===== config.mk =====
export PLATFORM = sky130hd
export DESIGN_NAME = snn_readout
export DESIGN_NICKNAME = d
export VERILOG_FILES = /design/src/rtl/snn_readout.sv
export SDC_FILE = /design/constraint.sdc
export NUM_CORES = 1
export LEC_CHECK = 0
export ABC_AREA = 1
export ABC_CLOCK_PERIOD_IN_PS = 3260
export BUFFER_PORTS_ARGS = -buffer_cell sky130_fd_sc_hd__buf_4
export CAP_MARGIN = 20
export CORE_MARGIN = 5
export CORE_UTILIZATION = 55
export CTS_CLUSTER_SIZE = 28
export DETAILED_ROUTE_END_ITERATION = 10
export PLACE_DENSITY = 0.74
export SLEW_MARGIN = 30
export SYNTH_ARGS = -nofsm -noshare
export SYNTH_HDL_FRONTEND = slang
export SYNTH_SLANG_ARGS = --single-unit

===== constraint.sdc =====
create_clock -name CLK -period 3.26 [get_ports CLK]
set_input_delay 0.326 -clock CLK [delete_from_list [all_inputs] [get_ports CLK]]
set_output_delay 0.326 -clock CLK [all_outputs]
set_load 0.01 [all_outputs]

===== src/rtl/snn_readout.sv =====
// ---------------------------------------------------------------------------
// snn_readout
//
// Output-layer readout for the spiking network. One CLK edge is one SNN
// timestep. On an accepted start the block pulses the shared LIF reset for
// one cycle, counts spikes per output neuron over a WINDOW-timestep window,
// then runs a sequential argmax (one neuron per cycle, lowest index wins a
// tie) and posts the winner with a one-cycle done pulse.
//
// Handshake: start_i is a request that is sampled only while idle
// (busy_o=0). It is accepted on that edge, and busy_o rises after it.
// While busy_o=1, start_i is ignored and nothing is queued. done_o is a
// one-cycle valid pulse. class_out_o, max_count_o and none_o hold their
// values until the next done_o pulse or reset. start_i may be high in the
// done cycle, which starts the next inference with no gap cycle.
//
// Ports:
//   CLK          clock, one rising edge per timestep
//   nRST         synchronous active-low reset
//   start_i      inference request, sampled in IDLE only
//   spike_in_i   spike_out lines of the output LIF neurons, bit i = neuron i
//   lif_nrst_o   registered synchronous active-low reset for the LIF neurons
//   busy_o       high from start acceptance until the result is posted
//   done_o       one-cycle result-valid pulse
//   class_out_o  index of the winning neuron
//   max_count_o  spike count of the winning neuron
//   none_o       no neuron spiked during the window
//   state_o      current FSM state (debug visibility)
// ---------------------------------------------------------------------------
module snn_readout #(
  parameter int N_OUT     = 4,
  parameter int WINDOW    = 16,
  parameter int CNT_WIDTH = 6
) (
  input  logic                     CLK,
  input  logic                     nRST,
  input  logic                     start_i,
  input  logic [N_OUT-1:0]         spike_in_i,
  output logic                     lif_nrst_o,
  output logic                     busy_o,
  output logic                     done_o,
  output logic [$clog2(N_OUT)-1:0] class_out_o,
  output logic [CNT_WIDTH-1:0]     max_count_o,
  output logic                     none_o,
  output logic [1:0]               state_o
);

  localparam int IDX_W = $clog2(N_OUT);
  localparam int TS_W  = $clog2(WINDOW + 1);

  localparam logic [TS_W-1:0]      TS_LAST  = TS_W'(WINDOW - 1);
  localparam logic [IDX_W-1:0]     IDX_LAST = IDX_W'(N_OUT - 1);
  localparam logic [CNT_WIDTH-1:0] CNT_MAX  = {CNT_WIDTH{1'b1}};

  typedef enum logic [1:0] {
    S_IDLE  = 2'd0,
    S_CLEAR = 2'd1,
    S_ACCUM = 2'd2,
    S_SCAN  = 2'd3
  } state_e;

  state_e state_q, state_d;

  // Per-neuron spike counters and window timestep counter
  logic [CNT_WIDTH-1:0] cnt_q [N_OUT];
  logic [CNT_WIDTH-1:0] cnt_d [N_OUT];
  logic [TS_W-1:0]      ts_q, ts_d;

  // Sequential argmax state
  logic [IDX_W-1:0]     scan_idx_q, scan_idx_d;
  logic [CNT_WIDTH-1:0] best_cnt_q, best_cnt_d;
  logic [IDX_W-1:0]     best_idx_q, best_idx_d;

  // Registered outputs
  logic                 lif_nrst_q, lif_nrst_d;
  logic                 busy_q, busy_d;
  logic                 done_q, done_d;
  logic [IDX_W-1:0]     class_q, class_d;
  logic [CNT_WIDTH-1:0] max_q, max_d;
  logic                 none_q, none_d;

  // Candidate best after considering the neuron under scan this cycle.
  // Strict compare keeps the earlier (lower) index on a tie.
  logic                 scan_upd;
  logic [CNT_WIDTH-1:0] cand_cnt;
  logic [IDX_W-1:0]     cand_idx;

  always_comb begin
    scan_upd = (cnt_q[scan_idx_q] > best_cnt_q);
    cand_cnt = scan_upd ? cnt_q[scan_idx_q] : best_cnt_q;
    cand_idx = scan_upd ? scan_idx_q : best_idx_q;
  end

  always_comb begin
    state_d    = state_q;
    cnt_d      = cnt_q;
    ts_d       = ts_q;
    scan_idx_d = scan_idx_q;
    best_cnt_d = best_cnt_q;
    best_idx_d = best_idx_q;
    class_d    = class_q;
    max_d      = max_q;
    none_d     = none_q;
    done_d     = 1'b0;

    case (state_q)
      S_IDLE: begin
        if (start_i) begin
          state_d = S_CLEAR;
        end
      end

      S_CLEAR: begin
        for (int i = 0; i < N_OUT; i++) begin
          cnt_d[i] = '0;
        end
        ts_d    = '0;
        state_d = S_ACCUM;
      end

      S_ACCUM: begin
        for (int i = 0; i < N_OUT; i++) begin
          if (spike_in_i[i] && (cnt_q[i] != CNT_MAX)) begin
            cnt_d[i] = cnt_q[i] + 1'b1;
          end
        end
        ts_d = ts_q + 1'b1;
        if (ts_q == TS_LAST) begin
          // The WINDOW-th sample is taken on this edge; arm the scan.
          state_d    = S_SCAN;
          scan_idx_d = '0;
          best_cnt_d = '0;
          best_idx_d = '0;
        end
      end

      S_SCAN: begin
        best_cnt_d = cand_cnt;
        best_idx_d = cand_idx;
        scan_idx_d = scan_idx_q + 1'b1;
        if (scan_idx_q == IDX_LAST) begin
          // Post the result from the candidate so the last neuron counts.
          class_d = cand_idx;
          max_d   = cand_cnt;
          none_d  = (cand_cnt == '0);
          done_d  = 1'b1;
          state_d = S_IDLE;
        end
      end

      default: begin
        state_d = S_IDLE;
      end
    endcase

    // Outputs are derived from the next state so they line up with it
    // after the edge: LIF reset low exactly during CLEAR, busy outside IDLE.
    busy_d     = (state_d != S_IDLE);
    lif_nrst_d = (state_d != S_CLEAR);
  end

  always_ff @(posedge CLK) begin
    if (!nRST) begin
      state_q    <= S_IDLE;
      for (int i = 0; i < N_OUT; i++) begin
        cnt_q[i] <= '0;
      end
      ts_q       <= '0;
      scan_idx_q <= '0;
      best_cnt_q <= '0;
      best_idx_q <= '0;
      lif_nrst_q <= 1'b0;
      busy_q     <= 1'b0;
      done_q     <= 1'b0;
      class_q    <= '0;
      max_q      <= '0;
      none_q     <= 1'b0;
    end else begin
      state_q    <= state_d;
      for (int i = 0; i < N_OUT; i++) begin
        cnt_q[i] <= cnt_d[i];
      end
      ts_q       <= ts_d;
      scan_idx_q <= scan_idx_d;
      best_cnt_q <= best_cnt_d;
      best_idx_q <= best_idx_d;
      lif_nrst_q <= lif_nrst_d;
      busy_q     <= busy_d;
      done_q     <= done_d;
      class_q    <= class_d;
      max_q      <= max_d;
      none_q     <= none_d;
    end
  end

  assign lif_nrst_o  = lif_nrst_q;
  assign busy_o      = busy_q;
  assign done_o      = done_q;
  assign class_out_o = class_q;
  assign max_count_o = max_q;
  assign none_o      = none_q;
  assign state_o     = state_q;

endmodule


==> results.md <==
- Req. time, crit path: 3500 ps
- Post-Syn Nets: 437
- Starting density of the core: 56.5%
- Gate Count Post-Synth: 413
- DR vias: 2630
- Multi-input logic area: 1520 sq um
- Synth unique cells: 31
- GR Layer Usage met3: 2.39%
- Total CTS buffers: 5
- Internal power: 830 uW
- Post-CTS Resized: 0
- RD Place Congestion: 0.821
- Most common cell after layout, fill and taps aside: nand2_1
- DRC: 0
- CP startpoint kind: flop
- Storage cell area: 1060 sq um
- Standard-cell rows: 26
- Final setup vio count: 0
- Grt met1 use: 25.0%
- Clock root cell: clkbuf_8
- Worst Reg2Reg Path Length in Cells: 17
- Maximum capacitance violations: 0
- Grt total ovfl: 0
- Largest area contributor in the netlist: dfxtp_1
- Initial antenna violation count: 0
- Fill cells: 486
- Worst slew pin tran: 551 ps
- Status: completed
- Yosys warnings: 0
- DRT iter0 DRCs: 180
- Power Total: 1110 uW
- Sequential share of the synthesized area: 37.0%
- Yosys reg bits: 53
- Setup bufs post-CTS: 0
- Final count of hold timing violations: 0
- Grt peak-use layer: met2
- Post-CTS Hold Buffers: 0
- WHS: 347 ps
- Part of the power in combinational logic: 7.9%
- Avg WL per Cell: 12.3 microns
- Global Route Usage Sum: 19.5%
- Max VDD drop: 0.000193 V
- DIE HEIGHT: 82.2 microns
- Worst-case clock buffer depth: 2
- Share of layout cells above drive strength 1: 11.3%
- HP Class: in -> reg
- Fmax: 387 MHz
- Worst-path fanout max: 18
- Avg Cell Area, Syn: 6.94 sq um
- CTS HTree Levels: 2
- RSZ-0062 raised after global routing: no
- # IOs: 21
- Tcrit/Tclk final: 79.3%
- Clock power share: 32.9%
- Met2 Use GR: 32.6%
- CTS tree: yes
- Setup_tns: 0 ps
- Clock skew: 9.42 ps
- Minimum clock period: 2590 ps
- Hold Path Depth: 4
- Max-slew violations: 0
- NetSw: 282 uW
- First-pass GRT wire length: 10.3 mm
- Leakage power: 0.00141 uW
- Arr. time, crit path: 2820 ps
- Synthesized cell area: 2870 sq um
- Core Footprint: 5070 sq um
- Vias in the first global route: 2329
- HPWL after DPL: 4.72 mm
- Crit. End Element: flop
- First drt pass iteration count: 4
- Port Buffers: 20
- Top cells by area, synth: dfxtp_1, nand2_1, a21oi_1
- Critical path type: reg -> reg
- Net Sw Frac: 25.4%
- Die Area: 6760 sq um
- Normalized max-slew margin: 63.2%
- Vias per inst: 5.23
- Die X: 82.2 microns
- Synth top area share: 37.0%
- Cell Pwr Density: 354 nW/um^2
- Antenna Nets Post-Route: 0
- Area Growth Syn to Fin: 9.60%
- Diodes inserted: 0
- Drt total wl: 6.20 mm
- # clock sinks: 53
- Most frequent cells in the layout: nand2_1, inv_1, dfxtp_1
- Clock slew at reported path FFs: 100 ps
- Clk Latency, worst-skew pair: 300 ps
- Largest net degree at the start of global routing: 31
- Seq pwr share: 59.2%
- Nets: 456
-- registers in the layout, indices dropped and copies added (netlist names), 2 cells and up --
signal / cells
best_cnt_q: 6
cnt_q: 24
scan_idx_q: 2
max_count_o: 6
class_out_o: 2
best_idx_q: 2
ts_q: 5
state_o: 2
-- worst max-delay path, cell delays in order, from the launching register on --
cell     delay, ps
dfxtp_1        680
inv_2          210
nand2_1        120
nand3_1         70
nand2_1         90
inv_1           40
ha_1           260
nand2_1        130
inv_1           60
nand2_1        110
nand3_4        130
nand2_4        140
nand2_1         80
nand2_1         90
nand2_1         60
nor2_1          80
nand2_1         70
a21oi_2        110
-- cell type report --
class / count / area share [%]
Multi-Input combinational cell: 290 / 48.3
Inverter: 60 / 7.17
Sequential cell: 53 / 33.8
Clock inverter: 3 / 0.557
Clock buffer: 5 / 2.19
Timing Repair Buffer: 22 / 5.25
Tap cell: 70 / 2.79
-- per-layer routing --
metal	share of wire, %	up-vias
met5	0	-
met4	2.3	0
met3	4.0	15
met2	47	59
met1	47	1182
li1	-	1374
-- power by group through the flow --
stage | combinational (uW) | sequential, uW | clock, uW
6_report | 88.1 | 658 | 366
5_1_grt | 99.1 | 659 | 404
4_1_cts | 88.0 | 658 | 372
3_5_place_dp | 87.6 | 673 | 0
3_3_place_gp | 87.1 | 673 | 0
2_1_floorplan | 55.1 | 675 | 0
-- worst paths after layout --
| check | slack, ps | end | from |
|---|---|---|---|
| worst min-delay path | 350 | lif_nrst_o$_SDFF_PN0_ | start_i |
| worst min register to register | 470 | best_idx_q[0]$_SDFFE_PN0P_ | best_idx_q[0]$_SDFFE_PN0P_ |
| worst max-delay path | 670 | none_o$_SDFFE_PN0P_ | scan_idx_q[0]$_SDFFE_PN0P_ |
| worst max register to register | 670 | none_o$_SDFFE_PN0P_ | scan_idx_q[0]$_SDFFE_PN0P_ |
-- cells in the mapped netlist (all sizes together) --
master     n
a22oi      1
a21oi     45
nor3b      1
a211oi     1
o21ai     26
inv       60
nor2      32
nand3b     1
xor2       2
a31oi      1
nand3     33
buf        6
clkbuf     4
a31o       1
ha        17
nor3       9
nand2    110
dfxtp     53
nand4      2
a2bb2oi    1
o211ai     7
-- metrics by stage --
| step | std cells | worst slack, ps | area [sq um] | util (%) |
|---|---|---|---|---|
| 2_1_floorplan | 413 | 1210 | 2870 | - |
| 3_3_place_gp | 495 | 836 | 3060 | 60.2 |
| 3_5_place_dp | 495 | 704 | 3060 | 60.2 |
| 4_1_cts | 503 | 679 | 3140 | 61.9 |
| 5_1_grt | 503 | 333 | 3140 | 61.9 |
| 6_report | 503 | 674 | 3140 | 61.9 |
-- cell families (layout without fill, tap and decap cells) --
| kind of cell | after synthesis | in the layout | share of synthesized area, % |
|---|---|---|---|
| compound gates | 83 | 83 | 15.8 |
| xor+xnor | 2 | 2 | 0.611 |
| fa+ha+maj | 17 | 17 | 7.42 |
| buf+inv | 70 | 90 | 10.1 |
| flops | 53 | 53 | 37.0 |
| simple gates | 188 | 188 | 29.1 |
Power figures use the tool's default switching activity.
